### config.mk
export PLATFORM = sky130hd
export DESIGN_NAME = token_embedder
export DESIGN_NICKNAME = d
export VERILOG_FILES = /design/src/rtl/token_embedder.sv
export SDC_FILE = /design/constraint.sdc
export NUM_CORES = 1
export LEC_CHECK = 0
export BUFFER_PORTS_ARGS = -buffer_cell sky130_fd_sc_hd__buf_4
export CORE_UTILIZATION = 47
export DETAILED_ROUTE_END_ITERATION = 12
export GPL_ROUTABILITY_DRIVEN = 1
export HOLD_SLACK_MARGIN = 0.08
export PLACE_DENSITY = 0.82
export SYNTH_ARGS = -nofsm -noshare
export SYNTH_HDL_FRONTEND = slang
export SYNTH_SLANG_ARGS = --single-unit
### constraint.sdc
create_clock -name clk -period 1.3 [get_ports clk]
set_input_delay 0.39 -clock clk [delete_from_list [all_inputs] [get_ports clk]]
set_output_delay 0.39 -clock clk [all_outputs]
set_load 0.03 [all_outputs]
### src/rtl/token_embedder.sv
// rtl/token_embedder.sv - streams embedding vectors for a list of token IDs (optional macro TOKEN_EMBEDDER_SKIP_ZERO_EN)
module token_embedder #(
  parameter int ADDR_WIDTH = 4,
  parameter int DATA_WIDTH = 8,
  parameter int EMB_DIM    = 4
) (
  input  logic                                   clk,
  input  logic                                   rst_n,
  input  logic                                   cs,
  input  logic [ADDR_WIDTH:0]                    num_tokens,
  output logic [ADDR_WIDTH-1:0]                  tok_addr,
  input  logic [DATA_WIDTH-1:0]                  tok_data,
  output logic [ADDR_WIDTH+$clog2(EMB_DIM)-1:0]  emb_addr,
  input  logic [DATA_WIDTH-1:0]                  emb_data,
  output logic                                   out_valid,
  input  logic                                   out_ready,
  output logic [DATA_WIDTH-1:0]                  out_data,
  output logic                                   out_last,
  output logic                                   busy,
  output logic                                   done
);

  localparam int LOG = $clog2(EMB_DIM);
  localparam int EW  = (EMB_DIM > 1) ? LOG : 1;
  localparam int EAW = ADDR_WIDTH + LOG;
  localparam logic [EW-1:0]         E_MAX   = EW'(EMB_DIM - 1);
  localparam logic [ADDR_WIDTH:0]   MAX_TOK = (ADDR_WIDTH + 1)'(1) << ADDR_WIDTH;

  typedef enum logic [2:0] {IDLE, TOK_RD, TOK_WAIT, EMB_RD, EMB_WAIT, EMIT, FIN} state_t;

  state_t                state;
  state_t                state_next;
  logic [ADDR_WIDTH:0]   count;
  logic [ADDR_WIDTH:0]   count_sat;
  logic [ADDR_WIDTH-1:0] t;
  logic [EW-1:0]         e;
  logic [ADDR_WIDTH-1:0] tok_id;
  logic [ADDR_WIDTH-1:0] id_in;
  logic                  t_last;
  logic                  e_last;
  logic                  unused_tok_bits;
`ifdef TOKEN_EMBEDDER_SKIP_ZERO_EN
  // An element is parked in out_data while we look ahead for another non-zero token.
  logic                  pend;
`endif

  // Embedding table address: token ID in the high bits, element index in the low bits.
  function automatic logic [EAW-1:0] elem_addr(input logic [ADDR_WIDTH-1:0] id_v,
                                               input logic [EW-1:0]         e_v);
    elem_addr = (EAW'(id_v) << LOG) | EAW'(e_v);
  endfunction

  assign id_in           = tok_data[ADDR_WIDTH-1:0];
  assign unused_tok_bits = ^tok_data[DATA_WIDTH-1:ADDR_WIDTH];
  assign count_sat       = (num_tokens > MAX_TOK) ? MAX_TOK : num_tokens;
  assign t_last          = ({1'b0, t} == count - 1'b1);
  assign e_last          = (e == E_MAX);
  assign tok_addr        = t;
  assign busy            = (state != IDLE);

  // State register.
  always_ff @(posedge clk or negedge rst_n) begin
    if (!rst_n) state <= IDLE;
    else        state <= state_next;
  end

  // Next-state decode.
  always_comb begin
    state_next = state;
    case (state)
      IDLE:     if (cs) state_next = (num_tokens == '0) ? FIN : TOK_RD;
      TOK_RD:   state_next = TOK_WAIT;
`ifdef TOKEN_EMBEDDER_SKIP_ZERO_EN
      TOK_WAIT: begin
        if (id_in == '0) begin
          if (t_last) state_next = pend ? EMIT : FIN;
          else        state_next = TOK_RD;
        end else begin
          state_next = pend ? EMIT : EMB_RD;
        end
      end
`else
      TOK_WAIT: state_next = EMB_RD;
`endif
      EMB_RD:   state_next = EMB_WAIT;
`ifdef TOKEN_EMBEDDER_SKIP_ZERO_EN
      EMB_WAIT: state_next = (e_last && !t_last) ? TOK_RD : EMIT;
`else
      EMB_WAIT: state_next = EMIT;
`endif
      EMIT: begin
        if (out_ready) begin
          if (out_last)    state_next = FIN;
`ifdef TOKEN_EMBEDDER_SKIP_ZERO_EN
          else             state_next = EMB_RD;
`else
          else if (e_last) state_next = TOK_RD;
          else             state_next = EMB_RD;
`endif
        end
      end
      FIN:      state_next = IDLE;
      default:  state_next = IDLE;
    endcase
  end

  // Datapath: indices, addresses and the output element register.
  always_ff @(posedge clk or negedge rst_n) begin
    if (!rst_n) begin
      count     <= '0;
      t         <= '0;
      e         <= '0;
      tok_id    <= '0;
      emb_addr  <= '0;
      out_data  <= '0;
      out_valid <= 1'b0;
      out_last  <= 1'b0;
`ifdef TOKEN_EMBEDDER_SKIP_ZERO_EN
      pend      <= 1'b0;
`endif
    end else begin
      case (state)
        IDLE: begin
          if (cs) begin
            count     <= count_sat;
            t         <= '0;
            e         <= '0;
            out_valid <= 1'b0;
            out_last  <= 1'b0;
`ifdef TOKEN_EMBEDDER_SKIP_ZERO_EN
            pend      <= 1'b0;
`endif
          end
        end
        TOK_WAIT: begin
          tok_id   <= id_in;
          emb_addr <= elem_addr(id_in, '0);
`ifdef TOKEN_EMBEDDER_SKIP_ZERO_EN
          if (id_in == '0) begin
            if (!t_last) begin
              t <= t + 1'b1;
            end else if (pend) begin
              // Nothing non-zero follows: the parked element is the final one.
              out_valid <= 1'b1;
              out_last  <= 1'b1;
              pend      <= 1'b0;
            end
          end else if (pend) begin
            out_valid <= 1'b1;
            out_last  <= 1'b0;
            pend      <= 1'b0;
          end
`endif
        end
        EMB_WAIT: begin
          out_data <= emb_data;
`ifdef TOKEN_EMBEDDER_SKIP_ZERO_EN
          if (e_last && !t_last) begin
            pend <= 1'b1;
            t    <= t + 1'b1;
          end else begin
            out_valid <= 1'b1;
            out_last  <= e_last && t_last;
          end
`else
          out_valid <= 1'b1;
          out_last  <= e_last && t_last;
`endif
        end
        EMIT: begin
          if (out_ready) begin
            out_valid <= 1'b0;
            out_last  <= 1'b0;
            if (!out_last) begin
              if (!e_last) begin
                e        <= e + 1'b1;
                emb_addr <= elem_addr(tok_id, e + 1'b1);
              end else begin
                e <= '0;
`ifdef TOKEN_EMBEDDER_SKIP_ZERO_EN
                emb_addr <= elem_addr(tok_id, '0);
`else
                t <= t + 1'b1;
`endif
              end
            end
          end
        end
        default: ;
      endcase
    end
  end

  // Done pulses for exactly the cycle spent in FIN.
  always_ff @(posedge clk or negedge rst_n) begin
    if (!rst_n) done <= 1'b0;
    else        done <= (state_next == FIN);
  end

endmodule
==> impl_metrics.tcl, run 1 <==
set metrics [dict create \
    synth_edf_count 0 \
    synthArstFlopShare_pct 100.0 \
    antenna_cells 0 \
    rsz0062_at_grt "yes" \
    end_kind "primary output" \
    drive_gt1_share_pct 60.61 \
    worstPathArrival_ps 1210 \
    yosys_warnings 0 \
    cts_buffers 5 \
    numPortBuffers 42 \
    final_common_cell "buf_4" \
    clock_tree.root_cell "clkbuf_8" \
    hold_path_class "primary input to register" \
    worst_pin_slew_ps 488.2 \
    dp_hpwl_mm 2.717 \
    worstPathRequired_ps 910 \
    area.growth.synth_to_final_pct 66.78 \
    ys_ff_latch 35 \
    core_area_sq_mm 0.003661 \
    fillCellCount 183 \
    max_slew_margin_pct 67.39 \
    ys.flop_type "dfrtp_1" \
    crit_slowest_cell "dfrtp_2" \
    finalHoldWorstSlack_ps 324.5 \
    netlist_instances 160 \
    period_needed_ps 1597 \
    fin_crit_sh_pct 122.9 \
    crit_chain "nor3_4 > inv_2 > buf_6" \
    fin_area_sq_mm 0.002972 \
    critPathLaunchType "register" \
    p_leak_nw 1.432 \
    ir_drop_v 0.001550 \
    powerDensity_mw_per_mm2 2472 \
    finalMaxSlewViolations 0 \
    cts_sinks 35 \
    grt_usage_pct 26.40 \
    grt_max_degree 36 \
    maxCapViolations 0 \
    placedCellCount 275 \
    crit_path_max_incr_delay_ps 470 \
    setup_viol 34 \
    crit_type "register to primary output" \
    htreeDepth 2 \
    cts_tree "built" \
    syn-num-nets 188 \
    netlist_area_sq_mm 0.001782 \
    violations "setup timing" \
    io_pins 47 \
    dieArea_sq_mm 0.004041 \
    clk_path_buf_depth 2 \
    status "finished, violations left" \
    start_util_pct 48.67 \
    ys_types 43 \
    hold_viol 0 \
    wl_per_cell_um 17.95 \
    gp_congestion 0.8136 \
    layout.cells.non_filler 312 \
    setup_ws_ps -297.2 \
    grt_overflow 0 \
    clock_skew_ps 2.986 \
    placed_cell_area_sq_mm 0.002425 \
    first_iter_violations 110 \
    crit_fanout 8 \
    fmax_mhz 626.1 \
    row_count 22 \
    first_pass_iters 7 \
    ant_nets 0 \
    vias 1729 \
    grt_pass1_vias 1576 \
    die_h_um 63.57 \
    wirelength_mm 5.599 \
    ys_seq_area_share_pct 49.16 \
    avgSynthCellArea_sq_um 11.14 \
    clock_latency_ps 290 \
    nets 291 \
    final_cell_mix "buf_4 (80), dfrtp_1 (30), buf_6 (18)" \
    vias_per_cell 5.542 \
    drc_errors 0 \
    clkTransAtPathRegs_ps 70 \
    tns_ps -4906 \
    antenna_found_initial 0 \
    grt_pass1_wl_mm 7.852 \
    die_x_um 63.57 \
]
[worst paths after layout]
kind / end / slack, ps / cells past startpoint / startpoint
setup / recovery: busy / -300 / 3 / state[2]
hold / removal: out_data[7] / 320 / 2 / emb_data[7]
setup reg to reg: tok_id[0] / -280 / 5 / state[0]
hold reg to reg: emb_addr[1] / 490 / 2 / emb_addr[1]
max in group asynchronous: state[2] / 360 / 2 / rst_n
min in group asynchronous: done / 590 / 2 / rst_n
[cells in the mapped netlist (2+ instances only)]
library cell	n	area, sq um
dfrtp_1	35	875.8
a22oi_1	3	22.52
a21oi_1	7	35.03
nand2_1	15	56.30
ha_1	3	37.54
nor2b_1	2	12.51
nand2b_1	7	43.79
inv_1	8	30.03
o21ai_0	5	25.02
xnor2_1	4	35.03
nand3_1	4	20.02
nand4b_1	2	17.52
or3_1	2	12.51
buf_2	4	20.02
nor2_1	4	15.01
a21o_1	3	22.52
mux2i_1	4	40.04
buf_4	2	15.01
o21ai_1	6	30.03
nor4_2	2	25.02
xor2_1	4	35.03
mux2_2	13	146.4
[where the power goes]
group          switching (W)  total [W]  internal (W)  leakage, nW
clock               0.000393   0.000821      0.000427       0.0482
sequential          0.000387    0.00194       0.00156        0.434
combinational        0.00221    0.00458       0.00237        0.950
total                0.00299    0.00735       0.00435         1.43
[stage by stage]
step / power, W / worst slack (ps) / util [%]
floorplan: 0.003993 / -28.80 / -
global placement: 0.005163 / -259.5 / 66.23
detailed placement: 0.005263 / -311.0 / 66.23
CTS: 0.006707 / -285.5 / 75.67
global route: 0.007716 / -343.8 / 81.17
finish: 0.007345 / -297.2 / 81.17
[cell families (layout without fill, tap and decap cells)]
family	Yosys count	count (layout)	share of synthesized area, %
adders and majority gates	3	3	2.107
DFF	35	35	49.16
buffers and inverters	14	117	3.652
muxes	17	17	10.46
AOI/OAI and AO/OA	34	35	13.27
xor gates and xnor gates	8	8	3.932
and+or+nand+nor	49	49	17.42
[critical path: cells and delay by family, from the launching register on]
kind	cells	cell delay, ps
flip-flops	1	470
buffers and inverters	2	200
AND/OR/NAND/NOR	1	240
[repair_timing]
action / 4_1_cts / 5_1_grt
setup endpoints to repair: 36 / 39
buffers inserted: 14 / 13
hold endpoints to repair: 35 / 0
resized for setup: 34 / 31
hold buffers: 1 / 0
pin swaps: 14 / 14
gates cloned: 3 / 0
[sequential cells by signal, summed over array words and instances, names as in the netlist]
| signal | flops |
|---|---|
| count | 5 |
| out_last | 1 |
| tok_id | 4 |
| tok_addr | 4 |
| e | 2 |
| emb_addr | 6 |
| out_data | 8 |
| out_valid | 1 |
| state | 3 |
| done | 1 |
[area by class of cell]
class	count	area [sq um]	share of cell area (%)
clock inverter	1	5.005	0.1684
clock buffer	7	86.33	2.905
tap	48	60.06	2.021
timing repair buffer	101	853.3	28.72
inverter	8	30.03	1.011
multi-input combinational	112	1055	35.49
sequential	35	882.1	29.68
[per-layer routing]
metal	routed length [um]	vias to the layer above	GRT usage, %
met4	229	0	9.091
met3	299	23	7.065
met2	2827	79	44.81
met5	0	-	0
li1	-	780	-
met1	2242	847	32.01
Note: power is estimated with default switching activity, not from simulation.
==> inputs of run 2 (changes only) <==
Settings changed: CELL_PAD_IN_SITES_DETAIL_PLACEMENT set to 0, CELL_PAD_IN_SITES_GLOBAL_PLACEMENT set to 1, CORE_UTILIZATION 47 to 36.
==> impl_metrics.tcl, run 2 (same netlist as run 1, synthesis figures left out) <==
set metrics [dict create \
    placed_cell_area_sq_mm 0.002444 \
    top_regs "out_data: 8 flops, emb_addr: 6 flops, count: 5 flops" \
    clock_tree.root_cell "clkbuf_8" \
    critPathLaunchType "register" \
    setup_ws_ps -307.1 \
    grt_pass1_vias 1531 \
    antenna_cells 0 \
    regMostFlops "out_data" \
    worst_pin_slew_ps 452.3 \
    worstPathArrival_ps 1220 \
    violations "setup timing" \
    rsz0062_at_grt "yes" \
    cts_sinks 35 \
    antenna_found_initial 0 \
    gp_congestion 0.7272 \
    layout.cells.non_filler 329 \
    setup_viol 34 \
    path_common_cell "buf_6" \
    htreeDepth 2 \
    fillCellCount 399 \
    end_kind "primary output" \
    hold_path.startpoint "emb_data[0]" \
    ir_drop_v 0.001010 \
    period_needed_ps 1607 \
    vias_per_cell 4.824 \
    vias 1587 \
    status "finished, violations left" \
    holdPathEnd "out_data[0]" \
    clock_latency_ps 290 \
    crit_slowest_cell "dfrtp_2" \
    crit_chain "buf_6 > nor3_4 > inv_2 > buf_6" \
    max_slew_margin_pct 69.85 \
    nets 289 \
    maxCapViolations 0 \
    largest_reg_flops 8 \
    hold_path_class "primary input to register" \
    clkTransAtPathRegs_ps 80 \
    die_h_um 72.35 \
    crit_path_max_incr_delay_ps 420 \
    final_common_cell "buf_4" \
    numPortBuffers 42 \
    drive_gt1_share_pct 58.40 \
    core_area_sq_mm 0.004755 \
    hold_viol 0 \
    ant_nets 0 \
    clock_skew_ps 8.270 \
    rr_worst_depth 7 \
    grt_max_degree 36 \
    first_pass_iters 4 \
    area.growth.synth_to_final_pct 68.33 \
    rr_endpoint "out_last" \
    clk_path_buf_depth 2 \
    final_cell_mix "buf_4 (74), dfrtp_1 (30), buf_6 (21)" \
    crit_type "register to primary output" \
    row_count 25 \
    powerDensity_mw_per_mm2 2399 \
    cts_tree "built" \
    whs_path_depth 2 \
    wirelength_mm 4.705 \
    dieArea_sq_mm 0.005235 \
    worstPathRequired_ps 910 \
    first_iter_violations 43 \
    cts_buffers 5 \
    die_x_um 72.35 \
    ff2ff_setup_slack_ps -250 \
    dp_hpwl_mm 2.905 \
    grt_pass1_wl_mm 7.162 \
    grt_usage_pct 18.15 \
    fin_area_sq_mm 0.002999 \
    p_leak_nw 1.443 \
    r2r-start "state[0]" \
    crit_fanout 2 \
    finalMaxSlewViolations 0 \
    placedCellCount 295 \
    grt_overflow 0 \
    fin_crit_sh_pct 123.6 \
    drc_errors 0 \
    fmax_mhz 622.2 \
    wl_per_cell_um 14.30 \
    io_pins 47 \
    start_util_pct 37.47 \
]
## run 2: changes by cell type in the layout (fill, tap and decap cells not counted), moves of 3 or more
cell,previous run,this run
nand2_1,9,13
buf_6,18,21
buf_4,80,74
mux2_4,8,11
mux2_2,5,2
## run 2: cell type report
| type | count | area [sq um] | share of cell area, % |
|---|---|---|---|
| sequential | 35 | 882.1 | 29.41 |
| clock inverter | 2 | 12.51 | 0.4172 |
| multi-input combinational | 112 | 1061 | 35.38 |
| inverter | 8 | 30.03 | 1.001 |
| tap | 67 | 83.83 | 2.795 |
| clock buffer | 6 | 72.57 | 2.420 |
| timing repair buffer | 99 | 857.1 | 28.58 |
## run 2: metrics by stage
step / setup TNS, ps / setup WS (ps) / hold slack, ps / utilization (%) / total power [W]
after CTS: -3510 / -283.4 / 322.3 / 57.97 / 0.006470
after detailed placement: -3600 / -318.1 / 372.9 / 51.39 / 0.005269
after global routing: -6538 / -337.1 / 314.2 / 63.08 / 0.007650
final: -5232 / -307.1 / 330.9 / 63.08 / 0.007196
after floorplan: -109.5 / -28.80 / 94.41 / - / 0.003993
after global placement: -3190 / -312.8 / 374.1 / 51.39 / 0.005186
## run 2: how the worst max path moves through the flow
stage          depth (start not counted)          start          end  slack, ps
3_5_place_dp                           5  num_tokens[1]     state[1]       -320
5_1_grt                                7       state[0]     out_last       -340
2_1_floorplan                          3       out_last  tok_addr[1]        -30
3_3_place_gp                           5  num_tokens[1]     state[1]       -310
6_report                               4       state[0]         busy       -310
4_1_cts                                4       state[1]         busy       -280
## run 2: worst max-delay path, delay by kind of cell, from the launching register on
kind	cells	cell delay, ps
buffers and inverters	3	320
flip-flops	1	420
AND/OR/NAND/NOR	1	190
## run 2: timing repair
item,4_1_cts,5_1_grt
setup endpoints to repair,37,38
gates resized for setup,31,33
pin swaps,10,21
setup buffers,11,12
cloned,2,1
hold endpoints to repair,35,0
hold buffers,1,0
## run 2: layer usage
metal | global-route usage [%] | vias up | share of wire (%)
li1 | - | 778 | -
met1 | 22.84 | 775 | 43
met2 | 30.22 | 30 | 54
met3 | 5.278 | 4 | 2.7
met4 | 5.447 | 0 | 0.66
met5 | 0 | - | 0
## run 2: report_power, final
group / switching [W] / total (W) / leakage (nW) / internal, W
clock network: 0.000412 / 0.000787 / 0.0412 / 0.000375
registers: 0.000299 / 0.00185 / 0.433 / 0.00155
logic: 0.00211 / 0.00456 / 0.969 / 0.00244
total: 0.00282 / 0.00720 / 1.44 / 0.00437
==> inputs of run 3 (changes only) <==
Settings changed: CORE_ASPECT_RATIO set to 1.1.
==> impl_metrics.tcl, run 3 (same netlist as run 1, synthesis figures left out) <==
set metrics [dict create \
    ir_drop_v 0.001001 \
    total_power_w 0.006885 \
    antenna_cells 0 \
    vias 1564 \
    critPathLaunchType "register" \
    clk_path_buf_depth 2 \
    first_iter_violations 44 \
    powerDensity_mw_per_mm2 2353 \
    route.met3.wl_um 212 \
    die_x_um 69.08 \
    clkTransAtPathRegs_ps 70 \
    status "finished, violations left" \
    grt_pass1_wl_mm 6.637 \
    start_util_pct 38.03 \
    row_count 26 \
    core_area_sq_mm 0.004684 \
    p_sw_w 0.002771 \
    finish.utilization_pct 62.47 \
    cts_tree "built" \
    ant_nets 0 \
    clock_tree.root_cell "clkbuf_8" \
    violations "setup timing" \
    gp_congestion 0.8633 \
    drt-met1-wl_mm 1.870 \
    cp.depth 4 \
    crit_slowest_cell "dfrtp_1" \
    p_int_w 0.004114 \
    hold_path_class "primary input to register" \
    first_pass_iters 4 \
    grt_max_degree 36 \
    fin_crit_sh_pct 125.3 \
    die_h_um 75.79 \
    htreeDepth 2 \
    end_kind "primary output" \
    wirelength_mm 4.512 \
    crit_buf_inv 3 \
    wl_per_cell_um 14.60 \
    wl_met2_mm 2.382 \
    max_slew_margin_pct 69.90 \
    crit_type "register to primary output" \
    drive_gt1_share_pct 61.26 \
    rr_worst_depth 5 \
    crit_path_max_incr_delay_ps 400 \
    crit_chain "buf_12 > nor3_4 > inv_2 > buf_6" \
    fmax_mhz 613.9 \
    worstPathRequired_ps 910 \
    cts_buffers 5 \
    power_frac_comb_pct 61.4 \
    area.growth.synth_to_final_pct 64.26 \
    grt_usage_pct 16.63 \
    pwr-share-clk_pct 11.3 \
    setup_viol 33 \
    grt_pass1_vias 1405 \
    rsz0062_at_grt "yes" \
    finalMaxSlewViolations 0 \
    switching_share_pct 40.25 \
    grt_overflow 0 \
    dp_hpwl_mm 2.902 \
    regMostFlops "out_data" \
    hold_viol 0 \
    nets 280 \
    dieArea_sq_mm 0.005235 \
    setup_ws_ps -329.0 \
    io_pins 47 \
    seqPwrFrac_pct 27.2 \
    placedCellCount 277 \
    clock_latency_ps 300 \
    final_common_cell "buf_4" \
    whs_path_depth 2 \
    crit_fanout 3 \
    ff2ff_setup_slack_ps -260 \
    antenna_found_initial 0 \
    worst_pin_slew_ps 451.4 \
    p_leak_nw 1.352 \
    final_cell_mix "buf_4 (68), dfrtp_1 (30), buf_6 (16)" \
    numPortBuffers 42 \
    period_needed_ps 1629 \
    largest_reg_flops 8 \
    layout.cells.non_filler 309 \
    highest_layer "met4" \
    vias_per_cell 5.061 \
    worstPathArrival_ps 1240 \
    cts_sinks 35 \
    top_regs "out_data: 8 flops, emb_addr: 6 flops, count: 5 flops" \
    tns_ps -4484 \
    maxCapViolations 0 \
    critPathTopFamily "flip-flops" \
    clock_skew_ps 10.07 \
    drc_errors 0 \
]
[run 3: cell types whose count changed in the layout (fill, tap and decap cells not counted), moves of 4 or more]
cell     previous run  this run
mux2_2              2         9
mux2_4             11         4
buf_6              21        16
nand2_1            13         9
buf_4              74        68
[run 3: power groups by stage]
| stage | clock, W | sequential (W) | combinational [W] |
|---|---|---|---|
| 4_1_cts | 0.000814 | 0.00185 | 0.00371 |
| 3_5_place_dp | 0 | 0.00187 | 0.00334 |
| 5_1_grt | 0.000857 | 0.00194 | 0.00452 |
| 6_report | 0.000778 | 0.00188 | 0.00423 |
| 2_1_floorplan | 0 | 0.00231 | 0.00168 |
| 3_3_place_gp | 0 | 0.00185 | 0.00329 |
[run 3: routing by layer]
layer  up-vias  track usage (%)
li1        762                -
met1       756            19.06
met2        39            29.34
met3         7            5.423
met4         0            6.576
met5         -                0
[run 3: through the flow]
step	area [sq um]	worst slack [ps]	hold slack, ps
after detailed placement	2415	-217.6	373.1
after global placement	2415	-207.7	373.0
after CTS	2713	-325.7	314.5
final	2927	-329.0	324.1
after global routing	2927	-385.6	312.5
after floorplan	1834	-28.80	94.41
[run 3: final cells by class]
cell class	instances	area, sq um
clock buffer	6	72.57
clock inverter	2	12.51
fill	400	1758
inverter	8	32.53
multi-input combinational	112	1061
sequential	35	882.1
tap	56	70.07
timing repair buffer	90	795.8
[run 3: worst paths after layout]
check	start	endpoint
max in group asynchronous	rst_n	state[0]
min reg2reg	emb_addr[5]	emb_addr[5]
min in group asynchronous	rst_n	e[0]
max reg2reg	state[2]	e[0]
max	state[2]	busy
min	emb_data[5]	out_data[5]
[run 3: repair_timing]
action                                  CTS  global route
buffers inserted                         13             8
pin swaps                                 5            27
cloned                                    2             0
hold buffers                              1             0
endpoints found under the hold margin    35             0
gates resized for setup                  21            44
endpoints found under the setup margin   37            39
